**src/rtl/fetch_pkg.sv**
```systemverilog
// Shared types and constants for the instruction fetch unit.
// Misaligned-redirect faulting is enabled by defining FETCH_MISALIGN_CHECK_EN.
package fetch_pkg;

  localparam logic [31:0] FETCH_PC_RESET = 32'h0100_0000;
  // Wide enough to hold a count of 16 entries, the largest FIFO depth.
  localparam int FETCH_CNT_W = 5;

  typedef struct packed {
    logic [31:0] pc;
    logic [31:0] inst;
  } fetch_entry_t;

  typedef enum logic {
    ST_RUN   = 1'b0,
    ST_FAULT = 1'b1
  } fetch_state_t;

endpackage

```
**src/rtl/fetch_fifo.sv**
```systemverilog
// Prefetch buffer holding {pc, inst} entries, with a single-cycle flush.
// The head reads as zero whenever the buffer is empty.
module fetch_fifo
  import fetch_pkg::*;
#(
  parameter int DEPTH = 4
) (
  input  logic                   clock,
  input  logic                   reset,
  input  logic                   push,
  input  logic                   pop,
  input  logic                   flush,
  input  fetch_entry_t           push_entry,
  output fetch_entry_t           head_entry,
  output logic [FETCH_CNT_W-1:0] count,
  output logic                   empty
);

  localparam int AW = $clog2(DEPTH);
  localparam logic [FETCH_CNT_W-1:0] DEPTH_CNT = FETCH_CNT_W'(DEPTH);

  fetch_entry_t           mem [DEPTH];
  logic [AW-1:0]          wr_ptr_reg;
  logic [AW-1:0]          rd_ptr_reg;
  logic [FETCH_CNT_W-1:0] count_reg;
  logic                   full;
  logic                   push_ok;
  logic                   pop_ok;

  assign empty      = (count_reg == '0);
  assign full       = (count_reg == DEPTH_CNT);
  assign pop_ok     = pop && !empty;
  // A pop in the same cycle frees a slot, so a full buffer may still accept.
  assign push_ok    = push && (!full || pop_ok);
  assign count      = count_reg;
  assign head_entry = empty ? '0 : mem[rd_ptr_reg];

  always_ff @(posedge clock or negedge reset) begin
    if (!reset) begin
      wr_ptr_reg <= '0;
      rd_ptr_reg <= '0;
      count_reg  <= '0;
    end else if (flush) begin
      wr_ptr_reg <= '0;
      rd_ptr_reg <= '0;
      count_reg  <= '0;
    end else begin
      if (push_ok) wr_ptr_reg <= wr_ptr_reg + 1'b1;
      if (pop_ok)  rd_ptr_reg <= rd_ptr_reg + 1'b1;
      if (push_ok && !pop_ok)
        count_reg <= count_reg + 1'b1;
      else if (pop_ok && !push_ok)
        count_reg <= count_reg - 1'b1;
    end
  end

  always_ff @(posedge clock) begin
    if (push_ok && !flush) mem[wr_ptr_reg] <= push_entry;
  end

endmodule

```
**src/rtl/fetch_unit.sv**
```systemverilog
// Sequential instruction prefetcher with branch redirect and buffered output.
// Define FETCH_MISALIGN_CHECK_EN to fault on redirects to non-word-aligned targets.
module fetch_unit
  import fetch_pkg::*;
#(
  parameter int          FIFO_DEPTH = 4,
  parameter logic [31:0] PC_RESET   = FETCH_PC_RESET
) (
  input  logic        clock,
  input  logic        reset,
  output logic [31:0] imem_address,
  output logic        imem_read_write,
  input  logic [31:0] imem_data_in,
  input  logic        redirect_valid,
  input  logic [31:0] redirect_target,
  input  logic        inst_ready,
  output logic        inst_valid,
  output logic [31:0] inst_data,
  output logic [31:0] inst_pc,
  output logic        fetch_fault
);

  localparam logic [FETCH_CNT_W-1:0] DEPTH_CNT = FETCH_CNT_W'(FIFO_DEPTH);

  logic [31:0]            fetch_pc_reg;
  fetch_state_t           state_reg;
  logic                   push;
  logic                   pop;
  logic                   fifo_empty;
  logic [FETCH_CNT_W-1:0] fifo_count;
  fetch_entry_t           head_entry;

  assign imem_address    = fetch_pc_reg;
  assign imem_read_write = 1'b0;
  assign inst_valid      = !fifo_empty;
  assign inst_pc         = head_entry.pc;
  assign inst_data       = head_entry.inst;
  assign pop             = inst_valid && inst_ready;
  assign push            = (state_reg == ST_RUN) && !redirect_valid &&
                           ((fifo_count < DEPTH_CNT) || pop);

`ifdef FETCH_MISALIGN_CHECK_EN
  logic fault_reg;
  assign fetch_fault = fault_reg;

  always_ff @(posedge clock or negedge reset) begin
    if (!reset) begin
      fetch_pc_reg <= PC_RESET;
      state_reg    <= ST_RUN;
      fault_reg    <= 1'b0;
    end else if (redirect_valid) begin
      // A misaligned target leaves fetch_pc alone; only an aligned redirect restarts fetch.
      if (redirect_target[1:0] != 2'b00) begin
        state_reg <= ST_FAULT;
        fault_reg <= 1'b1;
      end else begin
        state_reg    <= ST_RUN;
        fault_reg    <= 1'b0;
        fetch_pc_reg <= redirect_target;
      end
    end else if (push) begin
      fetch_pc_reg <= fetch_pc_reg + 32'd4;
    end
  end
`else
  assign fetch_fault = 1'b0;

  always_ff @(posedge clock or negedge reset) begin
    if (!reset) begin
      fetch_pc_reg <= PC_RESET;
      state_reg    <= ST_RUN;
    end else if (redirect_valid) begin
      fetch_pc_reg <= redirect_target & 32'hFFFF_FFFC;
    end else if (push) begin
      fetch_pc_reg <= fetch_pc_reg + 32'd4;
    end
  end
`endif

  fetch_fifo #(
    .DEPTH(FIFO_DEPTH)
  ) u_fifo (
    .clock     (clock),
    .reset     (reset),
    .push      (push),
    .pop       (pop),
    .flush     (redirect_valid),
    .push_entry('{pc: fetch_pc_reg, inst: imem_data_in}),
    .head_entry(head_entry),
    .count     (fifo_count),
    .empty     (fifo_empty)
  );

endmodule

```
**config.mk**
```make
export PLATFORM = sky130hd
export DESIGN_NAME = fetch_unit
export DESIGN_NICKNAME = d
export VERILOG_FILES = /design/src/rtl/fetch_pkg.sv /design/src/rtl/fetch_fifo.sv /design/src/rtl/fetch_unit.sv
export SDC_FILE = /design/constraint.sdc
export NUM_CORES = 1
export LEC_CHECK = 0
export CORE_MARGIN = 2
export CORE_UTILIZATION = 40
export DETAILED_ROUTE_END_ITERATION = 8
export PLACE_DENSITY_LB_ADDON = 0.08
export SYNTH_ARGS = -nofsm -noshare
export SYNTH_HDL_FRONTEND = slang
export SYNTH_HIERARCHICAL = 1
export SYNTH_SLANG_ARGS = --single-unit
export TNS_END_PERCENT = 20
```
**constraint.sdc**
```tcl
create_clock -name clock -period 4.8 [get_ports clock]
set_clock_uncertainty 0.15 [all_clocks]
set_input_delay 0.72 -clock clock [delete_from_list [all_inputs] [get_ports clock]]
set_output_delay 0.72 -clock clock [all_outputs]
set_load 0.05 [all_outputs]
```
== Word-level counts from Yosys, hierarchy flattened ==
Memory sizes are Yosys's and may differ from the RTL's.
Cells that the tools add are included.
W data, S select, Z words.
Operators by class
  $add $sub $neg: 5
  order comparisons: 1
  equal/unequal tests: 1
  muxes and demuxes: 12
  bitwise gates (word level): 1
  reductions and logical operators: 20
Operator list (count)
  $mux W32: 2
  $mux W64: 1
  $add A32 B3 Y32 const B: 1
  $mux W5: 3
  $logic_and A1 B1 Y1: 8
  $mux W2: 4
  $reduce_bool A2 Y1: 3
  $add A5 B1 Y5 const B: 1
  $eq A5 B3 Y1 const B: 1
  $logic_not A1 Y1: 5
  $logic_not A5 Y1: 1
  $lt A5 B3 Y1 const B: 1
  $sub A5 B1 Y5 const B: 1
  $add A2 B1 Y2 const B: 2
  $reduce_bool A3 Y1: 1
  $logic_or A1 B1 Y1: 2
  $mux W1: 2
  $not A1 Y1: 1
Word-level totals
  register bits after elaboration: 41
  bits in writable memories: 256
  input bits: 68
  logic and storage cells: 45
  memories: 1
Memory list
  u_fifo.mem: words 4, bits a word 64, rd ports 1, clocked after memory_dff 0, write ports 1, RTL line fetch_fifo.sv:22  | fetch_entry_t mem [DEPTH];

== Logic depth before layout (Yosys ltp) ==
  depth after elaboration: 11
  gate-level depth with buffers: 13

== Hierarchy ==
The synthesis kept the hierarchy.
Modules (own cells, without submodules)
  fetch_fifo: instances 1, cells each 470, area each 10283.6 um^2, seq. area each 7912.6 um^2
  fetch_unit: instances 1, cells each 70, area each 1280.0 um^2, seq. area each 752.0 um^2

== Worst setup path before layout ==
Ideal clock, no wire load.
  path type: flip-flop to output port
  start: register u_fifo.rd_ptr_reg[1]
  end: output port inst_data[10]
  arrival time: 1936 ps
  data required time: 3930 ps
  slack: 1994 ps
  stages on the path, launching flop included: 5
  cell sequence: dfrtp_1 clkbuf_1 clkbuf_1 mux4_2 nor2b_1
Between the ends
  longest elaborated chain between the ends: 2
RTL lines
  from (decl): RTL line fetch_fifo.sv:24  | logic [AW-1:0] rd_ptr_reg;
  from (signal assigned): RTL line fetch_fifo.sv:49  | if (pop_ok) rd_ptr_reg <= rd_ptr_reg + 1'b1;
  $mem_v2 Z4 W64
  $mux W64: RTL line fetch_fifo.sv:36  | assign head_entry = empty ? '0 : mem[rd_ptr_reg];
  to (decl): RTL line fetch_unit.sv:18  | output logic [31:0] inst_data,
Every way passes these cells.

== Worst setup path after layout ==
  start: register u_fifo.count_reg[1] (netlist: u_fifo/count[1])
  end: output port inst_pc[0]
Between the ends
  longest elaborated chain between the ends: 2
RTL lines
  from (decl): RTL line fetch_fifo.sv:25  | logic [FETCH_CNT_W-1:0] count_reg;
  from (signal assigned): RTL line fetch_fifo.sv:51  | count_reg <= count_reg + 1'b1;
  from (signal assigned): RTL line fetch_fifo.sv:53  | count_reg <= count_reg - 1'b1;
  $logic_not A5 Y1: RTL line fetch_fifo.sv:30  | assign empty = (count_reg == '0);
  via fifo_empty: RTL line fetch_unit.sv:29  | logic fifo_empty;
  $mux W64: RTL line fetch_fifo.sv:36
  to (decl): RTL line fetch_unit.sv:19  | output logic [31:0] inst_pc,
The timed path passes the listed nets, and every way through them passes these cells.

==> summary.md <==
| Metric | Value |
|---|---|
| Status | `finished with violations` |
| Violated checks | `max-slew violations` |
| Synth warn | `8` |
| Critical path endpoint category | `output pin` |
| Placed Cells | `1077` |
| Layout cell share with drive strength beyond 1 | `21.3%` |
| Port Buffer Count | `160` |
| Fin crit period | `3930 ps` |
| Fin. max-slew vios | `260` |
| Worst hold path type | `in2async` |
| TritonRoute pass-1 iters | `5` |
| Post-CTS Setup Inserts | `0` |
| Ant diodes | `0` |
| RSZ-0062 raised after global routing | `no` |
| Area Overhead vs Synth | `26.7%` |
| Routed Antenna Nets | `0` |
| VDD IR max | `0.307 mV` |
| Top_reg_cell synth | `edfxtp_1` |
| Placed Area | `13600 um^2` |
| Top cell type by total area after synthesis | `edfxtp_1` |
| Distinct cells, synth | `30` |
| Vias in the first global route | `6174` |
| Max-Cap Viols | `0` |
| Largest net degree at the start of global routing | `65` |
| LEAKAGE | `4.96 nW` |
| Register area share after synthesis | `74.9%` |
| Worst-path fanout max | `41` |
| Slew margin rel. | `-143%` |
| Detail Placement HPWL | `12500 um` |
| Via-to-Cell Ratio | `4.93` |
| Worst-path clk slew | `60 ps` |
| Max FFs per register | `256` |
| CTS Root Cell | `clkbuf_16` |
| Initial Utilization | `40.5%` |
| Total Die Area | `30300 um^2` |
| Max Buffers Root-to-Sink | `3` |
| Average wire per standard cell | `19.7 um` |
| CP Launch Type | `flip-flop` |
| Grt ovf | `0` |
| Mapped Cells | `540` |
| Post-route cell area | `14700 um^2` |
| Io pins | `167` |
| DRT iter0 DRCs | `242` |
| Std cell rows | `62` |
| Synth top area cells | `edfxtp_1 (66%), mux4_2 (12%), dfrtp_1 (8.2%)` |
| Crit Path Class | `reg2out` |
| Commonest cells post-synth | `edfxtp_1 (256), nor2b_1 (67), mux4_2 (64), dfrtp_1 (38), mux2_4 (30)` |
| H-tree depth | `1` |
| Worst-skew pair later-pin latency | `540 ps` |
| Asr flop ratio synth | `13.2%` |
| Width of the die | `174 um` |
| Setup TNS | `0 ps` |
| Tot Pwr | `9.07 mW` |
| Hold Fails Final Rpt | `0` |
| Syn_area_per_cell | `21.4 um^2` |
| Initial antenna violation count | `0` |
| Via count | `5586` |
| Power Dens Cells | `619 nW/um^2` |
| Max Clk Rate | `255 MHz` |
| CTS tree | `built` |
| Final Non-Filler Cells | `1134` |
| Number of synthesized register bits | `295` |
| Period utilization | `81.8%` |
| CP Cell Sequence | `or4_4 -> nor2_4 -> buf_4 -> nor2b_1 -> clkdlybuf4s50_1` |
| CTS resizes | `0` |
| Final #Nets | `803` |
| Yosys top cell area share | `66.5%` |
| Tot GR Track Use | `14.9%` |
| Final WL | `22400 um` |
| Hold_buf cts | `0` |
| First-pass GRT wire length | `34900 um` |
| Setup Viol. Count Final | `0` |
| Worst Tran Pin Value | `3640 ps` |
| CTS sink count | `295` |
| Remaining DRCs | `0` |
| Crit path required time | `3930 ps` |
| GP Congestion | `0.691` |
| Clock buffer count from CTS | `31` |
| Die height | `174 um` |
| Netlist Area Pre-Place | `11600 um^2` |
| EDFF count, synth | `256` |
| Largest stage delay, worst path | `730 ps` |
| Crit-path slowest cell | `clkdlybuf4s50_1` |
| CP arrival | `3060 ps` |
| Core Area | `28500 um^2` |
| Cell with the most instances after synthesis | `edfxtp_1` |
| Final Core Density | `51.3%` |
critical path, delay by kind of cell (launching register included):
family        cells  cell delay (ps)
simple gates      3              880
flops             1              430
buf+inv           2             1200
logic make-up after synthesis:
family	Yosys count	share of synthesized area (%)
AOI/OAI and AO/OA	8	0.595
xor gates and xnor gates	6	0.454
muxes	99	16.8
buffers and inverters	33	1.47
DFF	295	74.9
adders and majority gates	9	1.04
other	1	0.0324
and+or+nand+nor	89	4.65
power breakdown:
group	switching (mW)	leakage, nW	internal [mW]
Combinational	2.19	1.66	1.33
Sequential	0.177	2.79	3.00
Clock	0.915	0.511	1.45
Total	3.28	4.96	5.79
final cells by class:
cell class,count,area (um^2)
Fill cell,2375,13900
Inverter,4,15.0
Sequential cell,295,8670
Timing Repair Buffer,168,1660
Multi-Input combinational cell,226,2790
Clock buffer,47,906
Clock inverter,10,128
Tap cell,384,480
routing by layer:
metal | global-route usage (%) | vias to the layer above | wire length [um]
li1 | - | 2489 | -
met1 | 19.0 | 2936 | 9420
met2 | 26.8 | 134 | 11600
met3 | 2.76 | 27 | 998
met4 | 3.33 | 0 | 329
met5 | 0 | - | 0
placed cells by master, fill, tap and decap left out, types with 4 or more instances in the layout:
cell / instances
clkinv_2: 5
edfxtp_1: 256
dfrtp_1: 36
ha_1: 8
inv_1: 4
nor2_1: 10
xnor2_1: 6
mux2_4: 30
conb_1: 15
clkbuf_16: 31
a21oi_1: 4
buf_4: 7
clkbuf_8: 7
clkdlybuf4s50_1: 158
and2_1: 4
nor2b_1: 67
clkbuf_1: 9
mux4_2: 64
per-stage QoR:
step | hold WS [ps] | setup slack [ps]
2_1_floorplan | 274 | 1990
6_report | 200 | 871
3_3_place_gp | 364 | 1370
3_5_place_dp | 383 | 1360
5_1_grt | 271 | 689
4_1_cts | 223 | 779
path summary, 6_finish.rpt:
path / start / endpoint / slack, ps / depth (start not counted)
worst max-delay path: u_fifo/count[1]$_DFFE_PN0P_ / inst_pc[0] / 870 / 5
worst min-delay path: reset / imem_address[12]$_DFFE_PN0P_ / 200 / 1
worst max register to register: u_fifo/count[1]$_DFFE_PN0P_ / u_fifo/count[1]$_DFFE_PN0P_ / 2040 / 8
worst min register to register: imem_address[22]$_DFFE_PN0P_ / u_fifo/mem[0][54]$_DFFE_PP_ / 400 / 0
max in group asynchronous: reset / u_fifo/rd_ptr_reg[0]$_DFFE_PN0P_ / 3570 / 1
min in group clock: imem_address[22]$_DFFE_PN0P_ / u_fifo/mem[0][54]$_DFFE_PP_ / 400 / 0
Power figures use the tool's default switching activity.
